## config.mk

```make
export PLATFORM = sky130hd
export DESIGN_NAME = fb_id_ex_reg
export DESIGN_NICKNAME = d
export VERILOG_FILES = /design/src/rtl/fb_id_ex_reg.sv
export SDC_FILE = /design/constraint.sdc
export NUM_CORES = 1
export LEC_CHECK = 0
export CAP_MARGIN = 20
export CORE_MARGIN = 8
export CORE_UTILIZATION = 34
export DETAILED_ROUTE_END_ITERATION = 10
export GPL_ROUTABILITY_DRIVEN = 0
export PLACE_DENSITY = 0.76
export SLEW_MARGIN = 20
export SYNTH_ARGS = -nofsm -noshare
export SYNTH_HDL_FRONTEND = slang
export SYNTH_SLANG_ARGS = --single-unit
```

## constraint.sdc

```tcl
create_clock -name clk -period 2.6 [get_ports clk]
set_input_delay 0.78 -clock clk [delete_from_list [all_inputs] [get_ports clk]]
set_output_delay 0.78 -clock clk [all_outputs]
set_load 0.03 [all_outputs]
```

## src/rtl/fb_id_ex_reg.sv

```systemverilog
// ID/EX pipeline register with load-use hazard detection, backpressure hold,
// flush-to-bubble and a saturating count of inserted load-use bubbles.
module fb_id_ex_reg #(
  parameter int CTRL_W = 16,
  parameter int CNT_W  = 16
) (
  input  logic              clk,
  input  logic              reset,
  input  logic              id_valid,
  input  logic [31:0]       id_pc,
  input  logic [4:0]        id_rs1,
  input  logic [4:0]        id_rs2,
  input  logic [4:0]        id_rd,
  input  logic              id_uses_rs1,
  input  logic              id_uses_rs2,
  input  logic              id_is_load,
  input  logic [31:0]       id_rs1_data,
  input  logic [31:0]       id_rs2_data,
  input  logic [31:0]       id_imm,
  input  logic [CTRL_W-1:0] id_ctrl,
  input  logic              ex_ready,
  input  logic              flush,
  output logic              id_stall,
  output logic              ex_valid,
  output logic [31:0]       ex_pc,
  output logic [31:0]       ex_imm,
  output logic [31:0]       ex_rs1_data,
  output logic [31:0]       ex_rs2_data,
  output logic [4:0]        ex_rs1,
  output logic [4:0]        ex_rs2,
  output logic [4:0]        ex_rd,
  output logic              ex_is_load,
  output logic [CTRL_W-1:0] ex_ctrl,
  output logic [CNT_W-1:0]  bubble_cnt
);

  logic              ex_valid_q,    ex_valid_d;
  logic [31:0]       ex_pc_q,       ex_pc_d;
  logic [31:0]       ex_imm_q,      ex_imm_d;
  logic [31:0]       ex_rs1_data_q, ex_rs1_data_d;
  logic [31:0]       ex_rs2_data_q, ex_rs2_data_d;
  logic [4:0]        ex_rs1_q,      ex_rs1_d;
  logic [4:0]        ex_rs2_q,      ex_rs2_d;
  logic [4:0]        ex_rd_q,       ex_rd_d;
  logic              ex_is_load_q,  ex_is_load_d;
  logic [CTRL_W-1:0] ex_ctrl_q,     ex_ctrl_d;
  logic [CNT_W-1:0]  bubble_cnt_q,  bubble_cnt_d;

  logic hazard;
  logic rs1_match;
  logic rs2_match;

  assign rs1_match = id_uses_rs1 && (id_rs1 == ex_rd_q);
  assign rs2_match = id_uses_rs2 && (id_rs2 == ex_rd_q);
  assign hazard    = id_valid && ex_valid_q && ex_is_load_q && (ex_rd_q != 5'd0) &&
                     (rs1_match || rs2_match);

  assign id_stall  = !reset && !flush && (!ex_ready || hazard);

  always_comb begin
    ex_valid_d    = ex_valid_q;
    ex_pc_d       = ex_pc_q;
    ex_imm_d      = ex_imm_q;
    ex_rs1_data_d = ex_rs1_data_q;
    ex_rs2_data_d = ex_rs2_data_q;
    ex_rs1_d      = ex_rs1_q;
    ex_rs2_d      = ex_rs2_q;
    ex_rd_d       = ex_rd_q;
    ex_is_load_d  = ex_is_load_q;
    ex_ctrl_d     = ex_ctrl_q;
    bubble_cnt_d  = bubble_cnt_q;

    if (flush || (ex_ready && (hazard || !id_valid))) begin
      // Bubbles zero every field so an idle EX stage sees deterministic values.
      ex_valid_d    = 1'b0;
      ex_pc_d       = '0;
      ex_imm_d      = '0;
      ex_rs1_data_d = '0;
      ex_rs2_data_d = '0;
      ex_rs1_d      = '0;
      ex_rs2_d      = '0;
      ex_rd_d       = '0;
      ex_is_load_d  = 1'b0;
      ex_ctrl_d     = '0;
      if (!flush && hazard && (bubble_cnt_q != {CNT_W{1'b1}})) begin
        bubble_cnt_d = bubble_cnt_q + CNT_W'(1);
      end
    end else if (ex_ready) begin
      ex_valid_d    = 1'b1;
      ex_pc_d       = id_pc;
      ex_imm_d      = id_imm;
      ex_rs1_data_d = id_rs1_data;
      ex_rs2_data_d = id_rs2_data;
      ex_rs1_d      = id_rs1;
      ex_rs2_d      = id_rs2;
      ex_rd_d       = id_rd;
      ex_is_load_d  = id_is_load;
      ex_ctrl_d     = id_ctrl;
    end
  end

  always_ff @(posedge clk) begin
    if (reset) begin
      ex_valid_q    <= 1'b0;
      ex_pc_q       <= '0;
      ex_imm_q      <= '0;
      ex_rs1_data_q <= '0;
      ex_rs2_data_q <= '0;
      ex_rs1_q      <= '0;
      ex_rs2_q      <= '0;
      ex_rd_q       <= '0;
      ex_is_load_q  <= 1'b0;
      ex_ctrl_q     <= '0;
      bubble_cnt_q  <= '0;
    end else begin
      ex_valid_q    <= ex_valid_d;
      ex_pc_q       <= ex_pc_d;
      ex_imm_q      <= ex_imm_d;
      ex_rs1_data_q <= ex_rs1_data_d;
      ex_rs2_data_q <= ex_rs2_data_d;
      ex_rs1_q      <= ex_rs1_d;
      ex_rs2_q      <= ex_rs2_d;
      ex_rd_q       <= ex_rd_d;
      ex_is_load_q  <= ex_is_load_d;
      ex_ctrl_q     <= ex_ctrl_d;
      bubble_cnt_q  <= bubble_cnt_d;
    end
  end

  assign ex_valid    = ex_valid_q;
  assign ex_pc       = ex_pc_q;
  assign ex_imm      = ex_imm_q;
  assign ex_rs1_data = ex_rs1_data_q;
  assign ex_rs2_data = ex_rs2_data_q;
  assign ex_rs1      = ex_rs1_q;
  assign ex_rs2      = ex_rs2_q;
  assign ex_rd       = ex_rd_q;
  assign ex_is_load  = ex_is_load_q;
  assign ex_ctrl     = ex_ctrl_q;
  assign bubble_cnt  = bubble_cnt_q;

endmodule
```

==> reports/qor.yml <==
run_status: "finished with violations"
violations: "setup timing"
min_period_ps: 2760
required_ps: 1820
worstSetupStartpointType: "input pin"
die_w_microns: 148
post_route_cells_drive_above_1_share_pct: 10.0
grt_pass1_vias: 5495
whs_ps: 477
yosys.area_share.adder_pct: 0.211
route.detailed.drc: 0
crit_slowest_cell: "nor4_2"
path_cells: "buf_8 -> xor2_2 -> nor4_2 -> a32oi_2 -> nand2b_4 -> a21oi_4 -> buf_6"
leakage_nw: 3.93
finalMaxSlewViolations: 0
first_pass_iters: 4
peakVddDrop_mv: 0.414
drt-total-wl_mm: 21.4
ff2ff_setup_slack_ps: 270
synth_top_family_by_area: "compound AO/OA/AOI/OAI gates"
fin_ws_ps: -157
ys_seq_area_share_pct: 59.8
powerDensity_mw_per_mm2: 568
grt_max_degree: 66
synth_simple_gate_area_share_pct: 6.74
final_cell_mix: "clkdlybuf4s50_1 (333), dfxtp_1 (176), a22o_1 (160)"
muxShareOfSynthArea_pct: 1.12
nets: 1011
syn_area_per_cell_sq_um: 12.1
port_buffers: 344
path_clk_slew_ps: 70
die_area_sq_mm: 0.0219
hp-class: "reg -> reg"
yosys.area.top_type_share_pct: 59.8
holdPathStages: 1
reg2reg_from: "ex_rd[4]"
synth.area.top_cells: "dfxtp_1 (60%), a22o_1 (24%), buf_6 (1.9%)"
ys_warn_count: 0
ios: 345
cp_max_fo: 2
postPlaceCellArea_sq_mm: 0.00979
crit_buf_inv: 2
cts-root-buf: "clkbuf_16"
start_util_pct: 34.5
worstHoldStart: "ex_rs1_data[10]"
postSynthCellCount: 491
diodes: 0
clock_latency_ps: 420
setup_viol_count_final: 1
drtIter0Drc: 224
via_count: 5421
synth.net_count: 659
grt_overflow_total: 0
worst_hold_path.endpoint: "ex_rs1_data[10]"
synth-compound-area-share_pct: 26.5
wl_per_cell_microns: 19.8
antenna_found_initial: 0
fmax_mhz: 363
syn-cell-area_sq_mm: 0.00592
cts_hold_buf: 0
yosys.area_share.xor_xnor_pct: 1.48
area.growth.synth_to_final_pct: 75.2
final_common_cell: "clkdlybuf4s50_1"
tightestPinTransition_ps: 444
end_kind: "output port"
yosysTopAreaCell: "dfxtp_1"
reg2reg_depth: 8
die-height_microns: 148
final_area_sq_mm: 0.0104
maxCapViolCount: 0
critPathArrivalTime_ps: 1980
avgViaCountPerCell: 5.01
core.rowCount: 48
cts_buffers: 17
core_sq_mm: 0.0172
ys_ff_latch: 177
fin_crit_sh_pct: 106
clock_path_buffers: 2
grt_util_all_layers_pct: 18.9
max_slew_margin_pct: 70.3
hpwlAfterDp_mm: 16.3
htree_levels: 4
ant_nets: 0
cts_tree: "done"
grt_pass1_wl_mm: 32.3
crit_path_max_incr_delay_ps: 300
rsz0062_at_grt: "yes"
fin_skew_ps: 9.04
crit_family: "simple AND/OR/NAND/NOR gates"
ys_types: 33
final_core_utilization_pct: 60.4
hold_violations: 0
worstReg2RegEnd: "bubble_cnt[10]"
crit_type: "in -> out"
p_total_mw: 5.90
cts.sinks: 177
cell usage after synthesis (all sizes together):
cell type,number
a21o,1
a21oi,11
a22o,160
a32oi,1
and2,2
and3,1
and4,2
buf,17
clkbuf,25
dfxtp,177
ha,1
inv,1
mux2,5
mux2i,1
nand2,6
nand2b,3
nand3,8
nand4,9
nor2,11
nor2b,6
nor3,3
nor4,5
o21ai,2
o21ba,1
o311a,1
o31ai,8
or2,1
or3,2
or4,10
xnor2,2
xor2,8
sequential cells by signal (all words and copies together) (netlist names):
| name | cells |
|---|---|
| ex_valid | 1 |
| ex_is_load | 1 |
| ex_imm | 32 |
| ex_rs1_data | 32 |
| ex_rs2 | 5 |
| ex_rs2_data | 32 |
| ex_rd | 5 |
| bubble_cnt | 16 |
| ex_pc | 32 |
| ex_ctrl | 16 |
| ex_rs1 | 5 |
stage by stage:
step	instances	TNS (ps)	setup slack [ps]
global route	1081	-229	-229
global placement	1047	-73600	-550
detailed placement	1047	-73050	-547
finish	1081	-157	-157
floorplan	491	-163	-163
CTS	1080	-184	-184
timing repair:
action	4_1_cts	5_1_grt
buffers inserted	1	1
hold endpoints to repair	0	0
endpoints found under the setup margin	12	1
pin swaps	4	3
gates cloned	0	0
resized for setup	38	5
cell families after synthesis:
logic type / count (synthesis)
AOI/OAI and AO/OA: 185
adders and majority gates: 1
DFF: 177
muxes: 6
buffers and inverters: 43
xor gates and xnor gates: 10
and+or+nand+nor: 69
power by group:
group | leakage (nW) | internal, mW | switching (mW)
logic | 2.22 | 0.374 | 0.267
registers | 1.43 | 2.76 | 0.0291
clock network | 0.276 | 1.34 | 1.12
area by class of cell:
cell class                 instances  area (sq um)
tap                              225           282
clock buffer                      19           433
timing repair buffer             375          3790
multi-input combinational        271          2200
inverter                           1          3.75
fill                            1410          6800
clock inverter                    13           128
sequential                       177          3540
how the worst max path moves through the flow:
stage / from / cells after the start / slack [ps] / end
5_1_grt: id_rs1[4] / 7 / -230 / id_stall
4_1_cts: id_rs1[1] / 7 / -180 / id_stall
3_3_place_gp: id_rs1[1] / 7 / -550 / id_stall
6_report: id_rs1[4] / 7 / -160 / id_stall
3_5_place_dp: id_rs1[4] / 7 / -550 / id_stall
2_1_floorplan: id_rs1[1] / 6 / -160 / id_stall
metal layers:
layer	vias to the layer above	routed length [microns]	global-route usage, %	share of wire (%)
li1	2596	-	-	-
met1	2543	8450	21.3	39
met2	261	10500	32.0	49
met3	21	2110	7.28	9.8
met4	0	359	6.48	1.7
met5	-	0	0	0
Note: power is estimated with default switching activity, not from simulation.
